### src/rtl/dili_pwm.sv
// dili_pwm: streaming pointwise Montgomery multiplier, c = a*b*2^-32 mod q, over framed NTT-domain coefficients.
// Optional macro DILI_PWM_FREEZE_EN adds a final stage that maps c_o into [0, q).
module dili_pwm #(
   parameter int N    = 256,
   parameter int Q    = 8380417,
   parameter int QINV = 58728449
) (
   input  logic               clk_i,
   input  logic               rst_ni,
   input  logic               start_i,
   input  logic               in_valid_i,
   output logic               in_ready_o,
   input  logic signed [31:0] a_i,
   input  logic signed [31:0] b_i,
   output logic               out_valid_o,
   input  logic               out_ready_i,
   output logic signed [31:0] c_o,
   output logic [7:0]         out_idx_o,
   output logic               out_last_o,
   output logic               busy_o,
   output logic               done_o,
   output logic [1:0]         dbg_state_o
);

   typedef enum logic [1:0] {
      ST_IDLE  = 2'd0,
      ST_RUN   = 2'd1,
      ST_DRAIN = 2'd2,
      ST_DONE  = 2'd3
   } state_t;

   localparam logic [7:0]         LAST_IDX = 8'(N - 1);
   localparam logic [31:0]        QINV_U   = 32'(QINV);
   localparam logic signed [63:0] Q_S64    = 64'(Q);

   state_t             r_state, w_state_nxt;
   logic [7:0]         r_in_cnt, r_out_cnt;
   logic               r_v1, r_v2, r_v3;
   logic signed [63:0] r_p1, r_p2;
   logic signed [31:0] r_t2, r_c3;
   logic               w_adv, w_acc, w_out_xfer, w_v_last, w_in_last;
   logic [31:0]        w_t;
   logic signed [63:0] w_a64, w_b64, w_t64, w_tq, w_diff;
   logic signed [31:0] w_c;

   // Handshake: a beat moves on a side only when valid and ready are both high at the
   // clock edge; the whole pipeline advances together, and freezes while the last
   // stage holds a beat that downstream refuses, so in_ready follows out_ready combinationally.
   assign w_adv      = !w_v_last || out_ready_i;
   assign in_ready_o = (r_state == ST_RUN) && w_adv;
   assign w_acc      = in_valid_i && in_ready_o;
   assign w_out_xfer = w_v_last && out_ready_i;
   assign w_in_last  = (r_in_cnt == LAST_IDX);

   assign w_a64  = {{32{a_i[31]}}, a_i};
   assign w_b64  = {{32{b_i[31]}}, b_i};
   assign w_t    = r_p1[31:0] * QINV_U;
   assign w_t64  = {{32{r_t2[31]}}, r_t2};
   assign w_tq   = w_t64 * Q_S64;
   // Low 32 bits of the difference are zero by construction of t.
   assign w_diff = r_p2 - w_tq;
   assign w_c    = 32'(w_diff >>> 32);

   always_ff @(posedge clk_i) begin
      if (!rst_ni) begin
         r_v1 <= 1'b0;
         r_v2 <= 1'b0;
         r_v3 <= 1'b0;
         r_c3 <= '0;
      end else if (w_adv) begin
         r_v1 <= w_acc;
         r_v2 <= r_v1;
         r_v3 <= r_v2;
         r_c3 <= w_c;
      end
   end

   always_ff @(posedge clk_i) begin
      if (w_adv) begin
         r_p1 <= w_a64 * w_b64;
         r_p2 <= r_p1;
         r_t2 <= w_t;
      end
   end

`ifdef DILI_PWM_FREEZE_EN
   logic               r_v4;
   logic signed [31:0] r_c4;

   always_ff @(posedge clk_i) begin
      if (!rst_ni) begin
         r_v4 <= 1'b0;
         r_c4 <= '0;
      end else if (w_adv) begin
         r_v4 <= r_v3;
         r_c4 <= r_c3[31] ? (r_c3 + 32'(Q)) : r_c3;
      end
   end

   assign w_v_last = r_v4;
   assign c_o      = r_c4;
`else
   assign w_v_last = r_v3;
   assign c_o      = r_c3;
`endif

   assign out_valid_o = w_v_last;
   assign out_idx_o   = r_out_cnt;
   assign out_last_o  = w_v_last && (r_out_cnt == LAST_IDX);
   assign dbg_state_o = r_state;

   always_ff @(posedge clk_i) begin
      if (!rst_ni) begin
         r_state <= ST_IDLE;
      end else begin
         r_state <= w_state_nxt;
      end
   end

   always_comb begin
      w_state_nxt = r_state;
      busy_o      = 1'b0;
      done_o      = 1'b0;
      unique case (r_state)
         ST_IDLE: begin
            if (start_i) w_state_nxt = ST_RUN;
         end
         ST_RUN: begin
            busy_o = 1'b1;
            if (w_acc && w_in_last) w_state_nxt = ST_DRAIN;
         end
         ST_DRAIN: begin
            busy_o = 1'b1;
            if (w_out_xfer && out_last_o) w_state_nxt = ST_DONE;
         end
         ST_DONE: begin
            done_o      = 1'b1;
            w_state_nxt = ST_IDLE;
         end
         default: w_state_nxt = ST_IDLE;
      endcase
   end

   always_ff @(posedge clk_i) begin
      if (!rst_ni) begin
         r_in_cnt  <= '0;
         r_out_cnt <= '0;
      end else if ((r_state == ST_IDLE) && start_i) begin
         r_in_cnt  <= '0;
         r_out_cnt <= '0;
      end else begin
         if (w_acc)      r_in_cnt  <= r_in_cnt + 8'd1;
         if (w_out_xfer) r_out_cnt <= r_out_cnt + 8'd1;
      end
   end

endmodule
### config.mk
export PLATFORM = sky130hd
export DESIGN_NAME = dili_pwm
export DESIGN_NICKNAME = d
export VERILOG_FILES = /design/src/rtl/dili_pwm.sv
export SDC_FILE = /design/constraint.sdc
export NUM_CORES = 2
export LEC_CHECK = 0
export ABC_AREA = 0
export CORE_MARGIN = 5
export CORE_UTILIZATION = 30
export CTS_CLUSTER_SIZE = 12
export DETAILED_ROUTE_END_ITERATION = 12
export PLACE_DENSITY = 0.49
export SETUP_SLACK_MARGIN = 0.1
export SLEW_MARGIN = 20
export SYNTH_ARGS = -nofsm -noshare
export SYNTH_HDL_FRONTEND = slang
export SYNTH_SLANG_ARGS = --single-unit
### constraint.sdc
create_clock -name clk_i -period 14.95 [get_ports clk_i]
set_clock_uncertainty 0.15 [all_clocks]
set_input_delay 3.7375 -clock clk_i [delete_from_list [all_inputs] [get_ports clk_i]]
set_output_delay 3.7375 -clock clk_i [all_outputs]
set_load 0.05 [all_outputs]
### Yosys cells after proc, flatten, opt, wreduce, memory -nomap -nowiden

Cells that the tools add are included.

| cells by class | value |
|---|---|
| add/sub/neg operators | 3 |
| $mul | 3 |
| eq/ne operators | 8 |
| muxes and demuxes | 6 |
| bitwise gates (word level) | 1 |
| reductions and logical operators | 13 |

Operators with widths:

| operator | number |
|---|---|
| $mul 32x32->64 | 1 |
| $sub 64x56->64 | 1 |
| $mul 32x24->56 const B | 1 |
| $mul 32x26->32 const B | 1 |
| $add 8x1->8 const B | 2 |
| $eq 8x8->1 const B | 2 |
| $pmux 2 s4 | 1 |
| $logic_and 1x1->1 | 7 |
| $mux 2 | 3 |
| $eq 2x2->1 const B | 2 |
| $ne 2x2->1 const B | 2 |
| $reduce_or 2->1 | 2 |
| $reduce_and 3->1 | 1 |
| $eq 2x1->1 const B | 1 |
| $logic_not 2->1 | 1 |
| $mux 1 | 2 |
| $ne 2x1->1 const B | 1 |
| $logic_not 1->1 | 1 |
| $logic_or 1x1->1 | 1 |
| $not 1->1 | 1 |

| word-level totals | value |
|---|---|
| bits in registers | 213 |
| input port bits | 69 |
| output and inout bits | 47 |
| word-level logic and storage cells | 44 |

### Longest topological paths before layout

| depth | value |
|---|---|
| depth after elaboration | 7 |
| depth in mapped cells | 29 |
| gate-level depth less buffers | 28 |

### Least setup slack after synthesis

Ideal clock, no wire load.

| timing | value |
|---|---|
| path type | input to output |
| from | in out_ready_i |
| to | out in_ready_o |
| arrival | 9025 ps |
| data required time | 11063 ps |
| slack | 2038 ps |
| cell stages on the path | 5 |
| path buffers | 2 |
| cells stage by stage | nor2b_1 clkbuf_1 inv_1 buf_1 and2_1 |

| on the way | value |
|---|---|
| cells in the longest elaborated chain, start to end | 2 |

Ends and longest elaborated chain:

| element | RTL line | text |
|---|---|---|
| start, declared | 16 | `input logic out_ready_i,` |
| $logic_or 1x1->1 | 49 | `assign w_adv = !w_v_last \|\| out_ready_i;` |
| $logic_and 1x1->1 | 50 | `assign in_ready_o = (r_state == ST_RUN) && w_adv;` |
| end, declared | 12 | `output logic in_ready_o,` |

Every way passes these cells.

### Worst setup path in the final report

| timing | value |
|---|---|
| from | in b_i[6] |
| to | reg r_p1[62] (data pin) |

| on the way | value |
|---|---|
| cells in the longest elaborated chain, start to end | 1 |

Ends and longest elaborated chain:

| element | RTL line | text |
|---|---|---|
| start, declared | 14 | `input logic signed [31:0] b_i,` |
| $mul 32x32->64 | 80 | `r_p1 <= w_a64 * w_b64;` |
| end signal, assigned | 80 |  |
| end, declared | 39 | `logic signed [63:0] r_p1, r_p2;` |

Every way passes these cells.
A chain may end at the register's enable or synchronous reset.

==> summary.txt <==
Critical path
  – Crit-path cells: clkdlybuf4s50_1 -> buf_4 -> and2_1 -> fa_1 -> fa_1 -> fa_1 -> inv_1 -> fa_1 -> inv_1 -> fa_1 -> fa_1 -> fa_1 -> fa_1 -> ha_1 -> nand4_1 -> nor2_2 -> nand3_1 -> o32ai_1 -> o21ai_1 -> o31a_1 -> o31a_1 -> o2111ai_1 -> nand2_1 -> o311ai_1
  – Most Frequent Cell on Critical Path: fa_1
  – CP Capture Type: flip-flop
  – Critical-path top delay cell: clkdlybuf4s50_1
  – Critical-path maximum fanout: 17
  – Buf/Inv on CP: 4
  – Startpoint Class: input port
  – Crit-path max cell delay: 1210 ps
  – Crit Path Category: input port to flip-flop
  – CP delay by family, top: adder cells
  – Required time of the critical path: 15100 ps
  – CP Data Arrival Time: 12870 ps

STA
  – Final slew viol count: 0
  – Worst Max-Slew Pin Slew: 1139 ps
  – RSZ-0062 raised after global routing: false
  – Final Hold Vio Count: 0
  – Max Clock Freq: 78.61 MHz
  – Period minus WS final: 12720 ps
  – Final setup violation count: 0
  – Slew HR: 0.2386
  – Setup TNS: 0 ps
  – Final Cycle Share: 0.8509

Detailed routing
  – Drt first pass iters: 7
  – Vias: 36960
  – DR WL/cell: 19.16 µm
  – # DRC: 0
  – Iteration-0 DRC Markers: 2075
  – Final WL: 156700 µm
  – Via density: 4.518
  – ANT nets after route: 0

Yosys
  – Top FF cell, synth: edfxtp_1
  – Synth top cells by count: inv_1, fa_1, nand2_1, ha_1, and2_1
  – Syn. warnings: 0
  – Ys async rst share: 0
  – Syn Std Cell Area: 56810 µm²
  – Synthesized Nets: 7683
  – Synthesized area per cell: 10.02 µm²
  – Most common cell in the netlist: inv_1
  – Fraction of synthesized cell area taken by the top area cell type: 0.4825
  – Post-synth EDFFs: 147
  – Area contributors post-synth: fa_1, ha_1, inv_1, edfxtp_1, and2_1
  – Seq cells post-synth: 200
  – Distinct cells, synth: 76
  – Sequential area share after synthesis: 0.09639
  – Largest area contributor in the netlist: fa_1
  – Synthesized instance count: 5670

GRT
  – First-pass GRT wire length: 249200 µm
  – Largest net degree at the start of global routing: 62
  – Global router's overall resource usage: 0.1624
  – Initial antenna violation count: 10
  – Overflow after GRT: 0
  – Vias in the first global route: 41400

CTS
  – CTS tree: done
  – Number of CTS-inserted buffers: 17
  – Clock-pin slew on the worst setup and hold paths: 70 ps
  – Clock sink count: 200
  – Setup bufs post-CTS: 0
  – Hold Buf Count CTS: 0
  – Post-CTS sizing: 0
  – Max clock buf depth: 2
  – Clk_lat worst skew: 490 ps
  – Root buf cell: clkbuf_16
  – H-tree depth: 4

Min path
  – Class of the worst hold path: flip-flop to flip-flop

Floorplanning
  – I/O pin count: 116
  – Die Y-Extent: 445.1 µm
  – Die width: 445.1 µm
  – Starting Density: 0.3022
  – Num rows: 159
  – Core Area: 188000 µm²
  – Die Footprint: 198200 µm²

Layout
  – Nets@finish: 7683
  – Share of layout cells above drive strength 1: 0.02534
  – Synthesis-to-layout area growth: 8.191%

Status
  – Run status: complete, no violations

Placement
  – Final Wtd Congestion: 0.8682
  – IO buf count: 115
  – Hpwl dp: 133000 µm

Job
  – Max-cap viol count: 0
-- area by class of cell --
cell class | instances | area [µm²]
well taps | 2495 | 3122
clock inverters | 14 | 160.2
fillers | 19370 | 126500
inverters | 1399 | 5256
diodes | 4 | 10.01
flip-flops and latches | 200 | 5475
multi-input cells | 3851 | 45250
repair buffers | 201 | 1752
clock buffers | 18 | 429.2
-- state kept, by name, indices dropped and copies added (netlist names) --
name,cells
r_v1,1
r_p2,64
c_o,32
out_idx_o,8
dbg_state_o,2
r_in_cnt,8
r_t2,19
r_p1,64
out_valid_o,1
r_v2,1
-- cell families after synthesis --
group,after synthesis,synth area share
DFF,200,0.09639
adders and majority gates,1944,0.6091
and+or+nand+nor,1402,0.1231
muxes,7,0.001256
AOI/OAI and AO/OA,358,0.04148
xor gates and xnor gates,140,0.02159
buffers and inverters,1619,0.1071
-- placed cells by master (no fill, tap or decap), types with 8 or more instances in the layout --
cell	netlist	final
buf_2	2	9
nand2b_1	20	20
clkdlybuf4s50_1	0	106
or3_1	8	8
xor2_1	44	44
o21a_1	13	13
fa_1	1369	1369
dfxtp_1	53	53
nand4_1	21	21
a31oi_1	16	16
edfxtp_1	147	147
clkbuf_16	0	17
and2_1	531	531
o21bai_1	19	19
nor2b_1	16	15
ha_1	575	575
a21oi_1	92	92
inv_1	1399	1398
nor3_1	20	20
nor2_1	117	117
a21o_1	64	64
buf_4	1	86
and3_1	16	16
xnor2_1	96	96
nand2_1	577	577
o211ai_1	9	9
nand3_1	43	43
o21ai_0	70	70
-- routing by layer --
layer | vias up | GRT usage | wire length, µm
met2 | 885 | 0.2469 | 67930
li1 | 16860 | - | -
met5 | - | 0 | 41
met4 | 6 | 0.03630 | 3402
met1 | 19080 | 0.2386 | 75480
met3 | 139 | 0.03336 | 9888
-- through the flow --
stage	utilization	instance area, µm²	setup slack [ps]	hold slack, ps	std cells
final	0.3269	61460	2229	271.5	8182
after global placement	0.3237	60860	1872	250.7	8146
after global routing	0.3269	61450	1859	277.7	8180
after floorplan	-	56810	2038	250.3	5670
after CTS	0.3269	61450	2287	272.0	8178
after detailed placement	0.3237	60860	1754	254.5	8146
-- final timing paths --
path                                  to  slack [ps]  cells past startpoint      from
worst max-delay path            r_p1[62]        2230                     24    b_i[6]
worst min-delay path            r_p2[51]         270                      0  r_p1[51]
worst max register to register   c_o[26]        7060                     21   r_p2[4]
worst min register to register  r_p2[51]         270                      0  r_p1[51]
Power is not shown: default switching activity piles up to over one toggle a cycle in this logic, so the estimate is an artifact.
